<file path="src/rtl/vae_layer_sequencer_pkg.sv">
// Shared definitions for the VAE layer sequencer: state encodings, stage indices, sizes.
package vae_layer_sequencer_pkg;

    localparam int unsigned NUM_STAGES = 5;
    localparam int unsigned IDX_W      = 3;
    localparam int unsigned FRAME_W    = 16;

    localparam logic [IDX_W-1:0] ENC1     = 3'd0;
    localparam logic [IDX_W-1:0] ENC2     = 3'd1;
    localparam logic [IDX_W-1:0] LAMBDA   = 3'd2;
    localparam logic [IDX_W-1:0] ENC3     = 3'd3;
    localparam logic [IDX_W-1:0] ENC4     = 3'd4;
    localparam logic [IDX_W-1:0] IDX_NONE = 3'd7;

    typedef enum logic [2:0] {
        IDLE = 3'd0,
        RUN  = 3'd1,
        CAPT = 3'd2,
        DONE = 3'd3,
        ERR  = 3'd4
    } state_t;

endpackage

</file>
<file path="src/rtl/vae_layer_sequencer_timer.sv">
// Per-stage cycle counter: clear, saturating increment, latency hit and watchdog compare.
module vae_layer_sequencer_timer #(
    parameter int unsigned CNT_W   = 10,
    parameter int unsigned TIMEOUT = 1000
) (
    input  logic             clk,
    input  logic             reset,
    input  logic             clear,
    input  logic             inc,
    input  logic [CNT_W-1:0] limit,
    output logic             hit,
    output logic             timeout
);

    logic [CNT_W-1:0] cnt;

    always_ff @(posedge clk) begin
        if (reset || clear) begin
            cnt <= '0;
        end else if (inc && (cnt != '1)) begin
            cnt <= cnt + CNT_W'(1);
        end
    end

    assign hit     = (cnt == limit);
    assign timeout = (cnt == CNT_W'(TIMEOUT));

endmodule

</file>
<file path="src/rtl/vae_layer_sequencer.sv">
// Handshaked five-stage sequencer for the VAE datapath; SEQ_TIMEOUT_EN enables the
// watchdog ERR state and sticky err output.
module vae_layer_sequencer
    import vae_layer_sequencer_pkg::*;
#(
    parameter logic [NUM_STAGES-1:0] DONE_MASK = 5'b11001,
    parameter int unsigned           LAT_0     = 48,
    parameter int unsigned           LAT_1     = 48,
    parameter int unsigned           LAT_2     = 8,
    parameter int unsigned           LAT_3     = 24,
    parameter int unsigned           LAT_4     = 24,
    parameter int unsigned           CNT_W     = 10,
    parameter int unsigned           TIMEOUT   = 1000
) (
    input  logic                  clk,
    input  logic                  reset,
    input  logic                  start,
    input  logic                  abort,
    input  logic [NUM_STAGES-1:0] stage_done,
    output logic [NUM_STAGES-1:0] stage_clr,
    output logic [NUM_STAGES-1:0] capture_en,
    output logic [IDX_W-1:0]      stage_idx,
    output logic                  busy,
    output logic                  done,
    output logic                  err,
    output logic [FRAME_W-1:0]    frame_cnt
);

    state_t                  state, state_nxt;
    logic [IDX_W-1:0]        k, k_nxt;
    logic [NUM_STAGES-1:0]   clr_nxt, cap_nxt;
    logic [IDX_W-1:0]        idx_nxt;
    logic                    busy_nxt, done_nxt;
    logic [FRAME_W-1:0]      frame_nxt;
    logic [CNT_W-1:0]        lat_limit;
    logic                    hit, timeout, stage_complete;

    // Terminal count for the active stage: it runs exactly LAT_k cycles.
    always_comb begin
        case (k)
            ENC1:    lat_limit = CNT_W'(LAT_0 - 1);
            ENC2:    lat_limit = CNT_W'(LAT_1 - 1);
            LAMBDA:  lat_limit = CNT_W'(LAT_2 - 1);
            ENC3:    lat_limit = CNT_W'(LAT_3 - 1);
            default: lat_limit = CNT_W'(LAT_4 - 1);
        endcase
    end

    vae_layer_sequencer_timer #(
        .CNT_W   (CNT_W),
        .TIMEOUT (TIMEOUT)
    ) u_timer (
        .clk     (clk),
        .reset   (reset),
        .clear   (state != RUN),
        .inc     (state == RUN),
        .limit   (lat_limit),
        .hit     (hit),
        .timeout (timeout)
    );

    assign stage_complete = DONE_MASK[k] ? stage_done[k] : hit;

`ifdef SEQ_TIMEOUT_EN
    logic err_q, err_nxt;
`else
    logic unused_timeout;
    assign unused_timeout = timeout;
`endif

    // Next state; outputs are decoded from the next state so they register with it.
    always_comb begin
        state_nxt = state;
        k_nxt     = k;
        frame_nxt = frame_cnt;
`ifdef SEQ_TIMEOUT_EN
        err_nxt   = err_q;
`endif
        case (state)
            IDLE: begin
                if (start) begin
                    state_nxt = RUN;
                    k_nxt     = ENC1;
                end
            end
            RUN: begin
                if (abort) begin
                    state_nxt = IDLE;
                end else if (stage_complete) begin
                    state_nxt = CAPT;
`ifdef SEQ_TIMEOUT_EN
                end else if (DONE_MASK[k] && timeout) begin
                    state_nxt = ERR;
                    err_nxt   = 1'b1;
`endif
                end
            end
            CAPT: begin
                if (abort) begin
                    state_nxt = IDLE;
                end else if (k == ENC4) begin
                    state_nxt = DONE;
                    frame_nxt = frame_cnt + FRAME_W'(1);
                end else begin
                    state_nxt = RUN;
                    k_nxt     = k + IDX_W'(1);
                end
            end
            DONE: begin
                if (!abort && start) begin
                    state_nxt = RUN;
                    k_nxt     = ENC1;
                end else begin
                    state_nxt = IDLE;
                end
            end
`ifdef SEQ_TIMEOUT_EN
            ERR: begin
                if (abort) begin
                    state_nxt = IDLE;
                end else if (start) begin
                    state_nxt = RUN;
                    k_nxt     = ENC1;
                    err_nxt   = 1'b0;
                end
            end
`endif
            default: state_nxt = IDLE;
        endcase

        clr_nxt  = '1;
        cap_nxt  = '0;
        idx_nxt  = IDX_NONE;
        busy_nxt = (state_nxt == RUN) || (state_nxt == CAPT);
        done_nxt = (state_nxt == DONE);
        if (busy_nxt) begin
            clr_nxt[k_nxt] = 1'b0;
            idx_nxt        = k_nxt;
        end
        if (state_nxt == CAPT) begin
            cap_nxt[k_nxt] = 1'b1;
        end
        if (state_nxt == ERR) begin
            idx_nxt = k_nxt;
        end
    end

    always_ff @(posedge clk) begin
        if (reset) begin
            state      <= IDLE;
            k          <= ENC1;
            stage_clr  <= '1;
            capture_en <= '0;
            stage_idx  <= IDX_NONE;
            busy       <= 1'b0;
            done       <= 1'b0;
            frame_cnt  <= '0;
        end else begin
            state      <= state_nxt;
            k          <= k_nxt;
            stage_clr  <= clr_nxt;
            capture_en <= cap_nxt;
            stage_idx  <= idx_nxt;
            busy       <= busy_nxt;
            done       <= done_nxt;
            frame_cnt  <= frame_nxt;
        end
    end

`ifdef SEQ_TIMEOUT_EN
    always_ff @(posedge clk) begin
        if (reset) begin
            err_q <= 1'b0;
        end else begin
            err_q <= err_nxt;
        end
    end
    assign err = err_q;
`else
    assign err = 1'b0;
`endif

endmodule
</file>
<file path="config.mk">
export PLATFORM = sky130hd
export DESIGN_NAME = vae_layer_sequencer
export DESIGN_NICKNAME = d
export VERILOG_FILES = /design/src/rtl/vae_layer_sequencer_pkg.sv /design/src/rtl/vae_layer_sequencer_timer.sv /design/src/rtl/vae_layer_sequencer.sv
export SDC_FILE = /design/constraint.sdc
export NUM_CORES = 1
export LEC_CHECK = 0
export CAP_MARGIN = 20
export CORE_MARGIN = 10
export CORE_UTILIZATION = 25
export CTS_BUF_LIST = sky130_fd_sc_hd__clkbuf_16
export DETAILED_ROUTE_END_ITERATION = 6
export GPL_TIMING_DRIVEN = 1
export SETUP_SLACK_MARGIN = 0.2
export SLEW_MARGIN = 20
export SYNTH_ARGS = -nofsm -noshare
export SYNTH_HDL_FRONTEND = slang
export SYNTH_HIERARCHICAL = 1
export SYNTH_SLANG_ARGS = --single-unit
</file>
<file path="constraint.sdc">
create_clock -name clk -period 6.3 [get_ports clk]
set_clock_uncertainty 0.2 [all_clocks]
set_input_delay 0.945 -clock clk [delete_from_list [all_inputs] [get_ports clk]]
set_output_delay 0.945 -clock clk [all_outputs]
set_load 0.05 [all_outputs]
</file>
==> summary.md, run 1 <==
| Metric | Value |
|---|---|
| Initial antenna violation count | `0` |
| Yosys Warn Count | `6` |
| 1st-iter DRT viols | `78` |
| Detailed placement HPWL | `4.31 mm` |
| Initial core utilization | `25.8%` |
| Synth Instances | `268` |
| RSZ-0062 raised after global routing | `false` |
| ANT cells | `0` |
| DRC viols | `0` |
| Critical path capture point type | `register` |
| Outcome | `finished clean` |
| Worst-margin pin slew | `519 ps` |
| Setup TNS | `0 ps` |
| Post-CTS sizing | `0` |
| I/O pin total | `41` |
| Root buffer cell | `clkbuf_16` |
| P&R area growth vs syn | `27.8%` |
| Worst Setup Path Type | `primary input to register` |
| CP cell instances | `clkdlybuf4s50_1, nand3b_4, a21o_1, a221oi_4, nand2_2, nor4b_2` |
| Slew Limit Fails | `0` |
| HP Class | `register to register` |
| Worst skew pair latency | `280 ps` |
| RD Place Congestion | `0.800` |
| H-tree lvl count | `2` |
| Peak VDD IR | `0.000105 V` |
| Max-cap violations | `0` |
| Antenna Violating Nets Remaining | `0` |
| Worst EP arrival | `2810 ps` |
| Vias per cell | `4.51` |
| Worst-path fanout max | `9` |
| Vias in the first global route | `1,919` |
| Final setup viols | `0` |
| Grt total ovfl | `0` |
| Die footprint | `0.0139 mm^2` |
| First-pass GRT wire length | `9.74 mm` |
| Required @ worst endpoint | `6290 ps` |
| Clock sinks | `48` |
| Clock slew at reported path FFs | `60 ps` |
| Pwr/cell area | `194 mW/mm^2` |
| Leakage power | `1.06 nW` |
| Layout fillers | `1,002` |
| Via count | `1,990` |
| Setup Fix Bufs, Post-CTS | `0` |
| Fin. Hold Viols | `0` |
| Min cycle time layout | `2820 ps` |
| Mean Syn Cell Area | `8.95 um^2` |
| FP Rows | `35` |
| Worst path max stage delay | `560 ps` |
| Area of the core | `0.00928 mm^2` |
| GRT Total Usage | `8.30%` |
| Synth Cell Area | `0.00240 mm^2` |
| Finished Layout Cells | `441` |
| Maximum root-to-sink buffer count | `2` |
| Slew margin rel. | `65.3%` |
| Share of cells above drive strength 1 | `8.97%` |
| Placed Cells | `432` |
| # nets final | `327` |
| Total CTS buffers | `5` |
| Chip height | `118 um` |
| Initial DRT Pass Iterations | `5` |
| Total detailed-routing wirelength | `5.62 mm` |
| Slowest-stage cell, CP | `clkdlybuf4s50_1` |
| CTS hold repair buffers | `0` |
| Period utilization | `44.7%` |
| Routed length per instance | `12.7 um` |
| Largest net degree at the start of global routing | `31` |
| Number of port buffers | `39` |
| Die W | `118 um` |
| CTS tree | `built` |
| Fmax achieved | `355 MHz` |
| Startpoint Class | `primary input` |
worst max-delay path: cells and delay by family:
kind            cells  cell delay, ps
compound gates      2             700
simple gates        3             600
buf+inv             1             560
stage by stage:
| step | hold slack (ps) | setup WS [ps] | instance area (um^2) | total power, W | util [%] |
|---|---|---|---|---|---|
| after floorplan | 284 | 3930 | 2420 | 0.000337 | - |
| after global placement | 294 | 3140 | 2910 | 0.000349 | 31.3 |
| after detailed placement | 287 | 3130 | 2910 | 0.000349 | 31.3 |
| after CTS | 305 | 3430 | 3050 | 0.000600 | 32.8 |
| after global routing | 326 | 3190 | 3060 | 0.000618 | 33.0 |
| final | 300 | 3480 | 3060 | 0.000593 | 33.0 |
cell type report:
cell class              instances  area (um^2)  share of cell area [%]
inverters                       9         33.8                    1.10
clock inverters                 3         13.8                   0.449
well taps                     129          161                    5.27
flip-flops and latches         48          961                    31.4
clock buffers                   5          125                    4.08
multi-input cells             207         1360                    44.5
repair buffers                 40          405                    13.2
path summary, 6_finish.rpt:
check | depth (start not counted) | endpoint | from | slack [ps]
hold reg to reg | 2 | frame_cnt[1]$_SDFFE_PP0N_ | frame_cnt[1]$_SDFFE_PP0N_ | 300
hold / removal | 2 | frame_cnt[1]$_SDFFE_PP0N_ | frame_cnt[1]$_SDFFE_PP0N_ | 300
setup / recovery | 6 | capture_en[4]$_SDFF_PP0_ | abort | 3480
setup reg to reg | 11 | capture_en[0]$_SDFF_PP0_ | k[0]$_SDFF_PP0_ | 3550
cells in the final DEF (no fill, tap or decap), types with 5 or more instances in the layout:
cell type         n
a21oi_1          15
clkbuf_16         5
clkdlybuf4s50_1  39
conb_1            9
dfxtp_1          48
ha_1              7
inv_1             9
nand2_1          19
nand3_1           8
nand4_1          10
nor2_1           30
nor2b_1           5
nor3_1            7
o21ai_0           7
or3_1             5
xnor2_1          17
xor2_1            6
metal layers:
| metal | vias to the layer above | GRT usage (%) | part of all wire, % |
|---|---|---|---|
| li1 | 1019 | - | - |
| met1 | 914 | 10.4 | 48 |
| met2 | 50 | 13.0 | 44 |
| met3 | 7 | 3.07 | 7.0 |
| met4 | 0 | 2.32 | 1.1 |
| met5 | - | 0 | 0 |
power by group:
part	leakage, nW	total [W]	switching [W]	internal (W)
sequential	0.388	0.000308	0.00000189	0.000306
clock	0.0710	0.000250	0.000106	0.000144
combinational	0.596	0.0000353	0.0000208	0.0000146
sequential cells by signal, summed over array words and instances (netlist names), named ones only:
name         flops
k                3
u_timer/cnt     10
busy             1
done             1
frame_cnt       16
stage_clr        5
capture_en       5
state            3
stage_idx        3
(Power assumes the default switching activity.)
==> inputs of run 2 (changes only) <==
- clock period: 6.3 -> 2.9 ns (I/O delays scaled with it)
==> run 2 against run 1 <==
Clock power rose to 2.6 times the previous value. Power grew 130%. Register-to-register slack worse by 3200 ps. Critical endpoint unchanged. Clock-buffer cell count unchanged. Critical path type is now register to register. Cell count is 0.45% higher. Utilization grew 1.2 points. Via count increased by 3.1%.
==> summary.md, run 2 (synthesis results as in run 1) <==
| Metric | Value |
|---|---|
| Flop2flop setup slack | `310 ps` |
| CTS tree | `built` |
| Period utilization | `89.1%` |
| Largest regs | `frame_cnt: 16 flops, u_timer/cnt: 10 flops` |
| Worst hold path endpoint | `frame_cnt[1]$_SDFFE_PP0N_` |
| P&R area growth vs syn | `32.4%` |
| Worst-path fanout max | `7` |
| Antenna Violating Nets Remaining | `0` |
| Min-delay src | `frame_cnt[1]$_SDFFE_PP0N_` |
| RSZ-0062 raised after global routing | `false` |
| Number of port buffers | `39` |
| Grt total ovfl | `0` |
| ANT cells | `0` |
| Crit Reg-Reg Endpoint | `capture_en[4]$_SDFF_PP0_` |
| Routed length per instance | `13.4 um` |
| Sequential cell area | `968 um^2` |
| Most common cell after layout, fill and taps aside | `dfxtp_1` |
| Initial core utilization | `25.8%` |
| Root buffer cell | `clkbuf_16` |
| Area of the multi-input gates | `0.00143 mm^2` |
| Worst Setup Path Type | `register to register` |
| Chip height | `118 um` |
| Slew Limit Fails | `0` |
| Max-cap violations | `0` |
| Worst EP arrival | `2570 ps` |
| Hold path depth | `2` |
| First-pass GRT wire length | `10.0 mm` |
| Placement Cell Area | `0.00293 mm^2` |
| Fmax achieved | `387 MHz` |
| Max layer used | `met4` |
| Fin. Hold Viols | `0` |
| Leakage power | `1.08 nW` |
| Fin Hold WS | `306 ps` |
| Sequential power share | `48.1%` |
| Worst reg2reg path startpoint | `k[1]$_SDFF_PP0_` |
| Max reg flops | `16` |
| Peak VDD IR | `0.000186 V` |
| Clk pwr share | `46.2%` |
| Largest net degree at the start of global routing | `18` |
| Die footprint | `0.0139 mm^2` |
| Most frequent cells in the layout | `46 x dfxtp_1, 39 x clkdlybuf4s50_1, 29 x nor2_1` |
| DRC viols | `0` |
| Metal3 WL | `441 um` |
| 1st-iter DRT viols | `135` |
| Design area | `0.00318 mm^2` |
| Int Pwr | `0.00110 W` |
| Logic pwr share | `5.7%` |
| Detailed placement HPWL | `4.54 mm` |
| Worst R2R Path Depth | `11` |
| Switching share of total power | `20.7%` |
| Total CTS buffers | `5` |
| Final setup viols | `0` |
| Layout fillers | `1,003` |
| Required @ worst endpoint | `2880 ps` |
| RD Place Congestion | `0.778` |
| Via count | `2,052` |
| Min cycle time layout | `2590 ps` |
| Worst-margin pin slew | `553 ps` |
| Switching power total | `0.000286 W` |
| Share of cells above drive strength 1 | `13.4%` |
| FP Rows | `35` |
| Tot Pwr | `0.00139 W` |
| Initial antenna violation count | `0` |
| Area of the core | `0.00928 mm^2` |
| Register with the most flip-flops | `frame_cnt` |
| Clock slew at reported path FFs | `60 ps` |
| Outcome | `finished clean` |
| # nets final | `329` |
| Met2 Routed Length | `2.76 mm` |
| Met1 WL | `2.74 mm` |
| Startpoint Class | `register` |
| Total detailed-routing wirelength | `5.95 mm` |
| GRT Total Usage | `8.54%` |
| Die W | `118 um` |
| Vias per cell | `4.63` |
| Vias in the first global route | `2,014` |
| Pwr/cell area | `436 mW/mm^2` |
| Worst skew pair latency | `280 ps` |
| Maximum root-to-sink buffer count | `2` |
| Clock sinks | `48` |
| H-tree lvl count | `2` |
| I/O pin total | `41` |
| Slew margin rel. | `63.0%` |
| HP Class | `register to register` |
| Critical path capture point type | `register` |
| Initial DRT Pass Iterations | `4` |
run 2: cell count changes in the layout (fill, tap and decap cells not counted), moves of 2 or more:
cell | before | now
dfxtp_4 | 0 | 2
nor4_2 | 0 | 4
buf_4 | 0 | 3
inv_2 | 0 | 2
inv_1 | 9 | 7
nor4_1 | 4 | 0
dfxtp_1 | 48 | 46
run 2: repair_timing:
action,in CTS,in global routing
pin swaps,1,0
setup endpoints to repair,6,5
setup buffers,0,1
gates resized for setup,9,8
hold buffers,0,0
run 2: stage by stage:
step / setup TNS [ps] / worst slack, ps / util (%) / std cells
2_1_floorplan: 0 / 532 / - / 275
3_3_place_gp: -163 / -103 / 31.5 / 434
3_5_place_dp: -62.5 / -62.5 / 31.5 / 434
4_1_cts: 0 / 216 / 33.7 / 442
5_1_grt: 0 / 200 / 34.2 / 443
6_report: 0 / 315 / 34.2 / 443
run 2: worst max-delay path by stage:
stage | endpoint | from | slack (ps)
finish | capture_en[4]$_SDFF_PP0_ | k[1]$_SDFF_PP0_ | 310
global route | capture_en[4]$_SDFF_PP0_ | k[1]$_SDFF_PP0_ | 200
CTS | capture_en[4]$_SDFF_PP0_ | k[0]$_SDFF_PP0_ | 220
detailed placement | capture_en[4]$_SDFF_PP0_ | k[0]$_SDFF_PP0_ | -60
global placement | capture_en[1]$_SDFF_PP0_ | k[0]$_SDFF_PP0_ | -100
floorplan | capture_en[4]$_SDFF_PP0_ | k[1]$_SDFF_PP0_ | 530
run 2: layout make-up:
class	instances	area share [%]
Sequential cell	48	30.5
Clock inverter	3	1.34
Clock buffer	5	3.94
Tap cell	129	5.08
Timing Repair Buffer	42	13.0
Multi-Input combinational cell	207	45.1
Inverter	9	1.06
run 2: layer usage:
metal | track usage [%] | vias to the layer above
met5 | 0 | -
met4 | 1.62 | 0
met3 | 3.12 | 2
met2 | 13.4 | 53
met1 | 11.0 | 971
li1 | - | 1026
run 2: power groups by stage:
stage / logic (W) / clock network, W / registers, W
2_1_floorplan: 0.0000374 / 0 / 0.000694
6_report: 0.0000789 / 0.000640 / 0.000667
3_5_place_dp: 0.0000768 / 0 / 0.000683
3_3_place_gp: 0.0000764 / 0 / 0.000683
4_1_cts: 0.0000778 / 0.000659 / 0.000667
5_1_grt: 0.0000863 / 0.000685 / 0.000667
run 2: critical path, cell delays in order (launching register included):
cell	delay [ps]
dfxtp_4	380
inv_2	100
ha_1	180
nor3_1	60
or2_2	290
xnor2_1	150
nand4_1	150
nor4_2	250
nand2b_1	140
o31ai_4	230
nor2_4	100
nor4b_4	260
==> inputs of run 3 (changes only) <==
- CORE_ASPECT_RATIO: unset -> 1.25
- CORE_MARGIN: 10 -> 8
==> run 3 against run 2 <==
Cell count down 1.1%. First-iteration DRC count down 1.5%. Die area down 6.5%. Largest cell class unchanged.
==> summary.md, run 3 (synthesis results as in run 1) <==
| Metric | Value |
|---|---|
| 1st-iter DRT viols | `133` |
| Clock slew at reported path FFs | `70 ps` |
| Die W | `104 um` |
| Clock sinks | `48` |
| Die footprint | `0.0130 mm^2` |
| Peak VDD IR | `0.000265 V` |
| CP bufs+invs | `1` |
| Max-cap violations | `0` |
| FP Rows | `40` |
| Layout fillers | `972` |
| Total CTS buffers | `5` |
| Most common cell after layout, fill and taps aside | `dfxtp_1` |
| Setup TNS | `0 ps` |
| Flop2flop setup slack | `430 ps` |
| RD Place Congestion | `0.769` |
| GRT Total Usage | `8.85%` |
| # nets final | `327` |
| CP cell instances | `inv_1, ha_4, nor3_1, or2_2, xnor2_1, nand4_1, nor4_2, nand2b_1, o31ai_2, nor2_2, nor4b_2` |
| Chip height | `126 um` |
| Grt total ovfl | `0` |
| First-pass GRT wire length | `9.57 mm` |
| Placed Cells | `430` |
| Worst-path fanout max | `8` |
| Via count | `1,980` |
| Final setup viols | `0` |
| Initial DRT Pass Iterations | `4` |
| CTS tree | `built` |
| Worst path max stage delay | `370 ps` |
| Initial core utilization | `25.4%` |
| RSZ-0062 raised after global routing | `false` |
| Antenna Violating Nets Remaining | `0` |
| Vias per cell | `4.52` |
| Detailed placement HPWL | `4.18 mm` |
| Worst Setup Path Type | `register to register` |
| Routed length per instance | `13.1 um` |
| Number of port buffers | `39` |
| Root buffer cell | `clkbuf_16` |
| Maximum root-to-sink buffer count | `2` |
| Share of cells above drive strength 1 | `11.5%` |
| Fmax achieved | `404 MHz` |
| H-tree lvl count | `2` |
| P&R area growth vs syn | `29.1%` |
| Slew Limit Fails | `0` |
| Worst skew pair latency | `290 ps` |
| Finished Layout Cells | `438` |
| I/O pin total | `41` |
| Leakage power | `1.05 nW` |
| Period utilization | `85.3%` |
| HP Class | `register to register` |
| Worst-margin pin slew | `537 ps` |
| Initial antenna violation count | `0` |
| Total detailed-routing wirelength | `5.72 mm` |
| Min cycle time layout | `2470 ps` |
| ANT cells | `0` |
| Required @ worst endpoint | `2910 ps` |
| Worst EP arrival | `2480 ps` |
| Slowest-stage cell, CP | `dfxtp_4` |
| Most frequent cells in the layout | `46 x dfxtp_1, 39 x clkdlybuf4s50_1, 29 x nor2_1` |
| Pwr/cell area | `427 mW/mm^2` |
| Register with the most flip-flops | `frame_cnt` |
| Fin. Hold Viols | `0` |
| Area of the core | `0.00946 mm^2` |
| DRC viols | `0` |
| Largest regs | `frame_cnt: 16 flops, u_timer/cnt: 10 flops` |
| Vias in the first global route | `1,929` |
| Slew margin rel. | `64.1%` |
| Max reg flops | `16` |
| Largest net degree at the start of global routing | `29` |
| Startpoint Class | `register` |
| Top cell family by delay on the critical path | `simple AND/OR/NAND/NOR gates` |
| Outcome | `finished clean` |
| Critical path capture point type | `register` |
| Tot Pwr | `0.00132 W` |
run 3: tightest hold or removal path, cell delays in order (launching register included):
cell     delay [ps]
dfxtp_1         330
o21ai_0          70
a21oi_1          60
run 3: per-layer routing:
layer / part of all wire (%) / track usage [%] / vias up / wire length, um
met5: 0 / 0 / - / 0
met4: 1.7 / 3.38 / 0 / 99
met3: 5.8 / 3.24 / 7 / 332
met2: 43 / 13.4 / 47 / 2470
met1: 49 / 11.1 / 905 / 2820
li1: - / - / 1021 / -
run 3: where the power goes:
group | switching (W) | leakage (nW) | internal, W | total (W)
Sequential | 0.00000457 | 0.389 | 0.000663 | 0.000668
Combinational | 0.0000462 | 0.598 | 0.0000308 | 0.0000771
Clock | 0.000259 | 0.0635 | 0.000317 | 0.000576
Total | 0.000310 | 1.05 | 0.00101 | 0.00132
run 3: stage by stage:
stage          util (%)  hold WS (ps)  instance area, um^2  setup WS [ps]
2_1_floorplan         -           284                 2420            532
3_3_place_gp       30.8           291                 2910            287
3_5_place_dp       30.8           295                 2910            249
4_1_cts            32.3           306                 3060            229
5_1_grt            32.7           329                 3100            193
6_report           32.7           303                 3100            427
run 3: worst paths after layout:
path	from	end	depth (start not counted)
worst max-delay path	k[0]$_SDFF_PP0_	capture_en[4]$_SDFF_PP0_	11
worst min-delay path	frame_cnt[13]$_SDFFE_PP0N_	frame_cnt[13]$_SDFFE_PP0N_	2
worst max register to register	k[0]$_SDFF_PP0_	capture_en[4]$_SDFF_PP0_	11
worst min register to register	frame_cnt[13]$_SDFFE_PP0N_	frame_cnt[13]$_SDFFE_PP0N_	2
run 3: what timing repair did:
action                                  in CTS  in global routing
buffers inserted                             0                  0
endpoints found under the setup margin       0                  6
endpoints found under the hold margin        0                  0
gates resized for setup                      0                 10
hold buffers                                 0                  0
run 3: final cells by class:
type | count | area (um^2) | area share [%]
Multi-Input combinational cell | 207 | 1400 | 45.1
Tap cell | 126 | 158 | 5.09
Timing Repair Buffer | 40 | 398 | 12.9
Clock inverter | 3 | 18.8 | 0.606
Clock buffer | 5 | 125 | 4.04
Sequential cell | 48 | 966 | 31.2
Inverter | 9 | 33.8 | 1.09
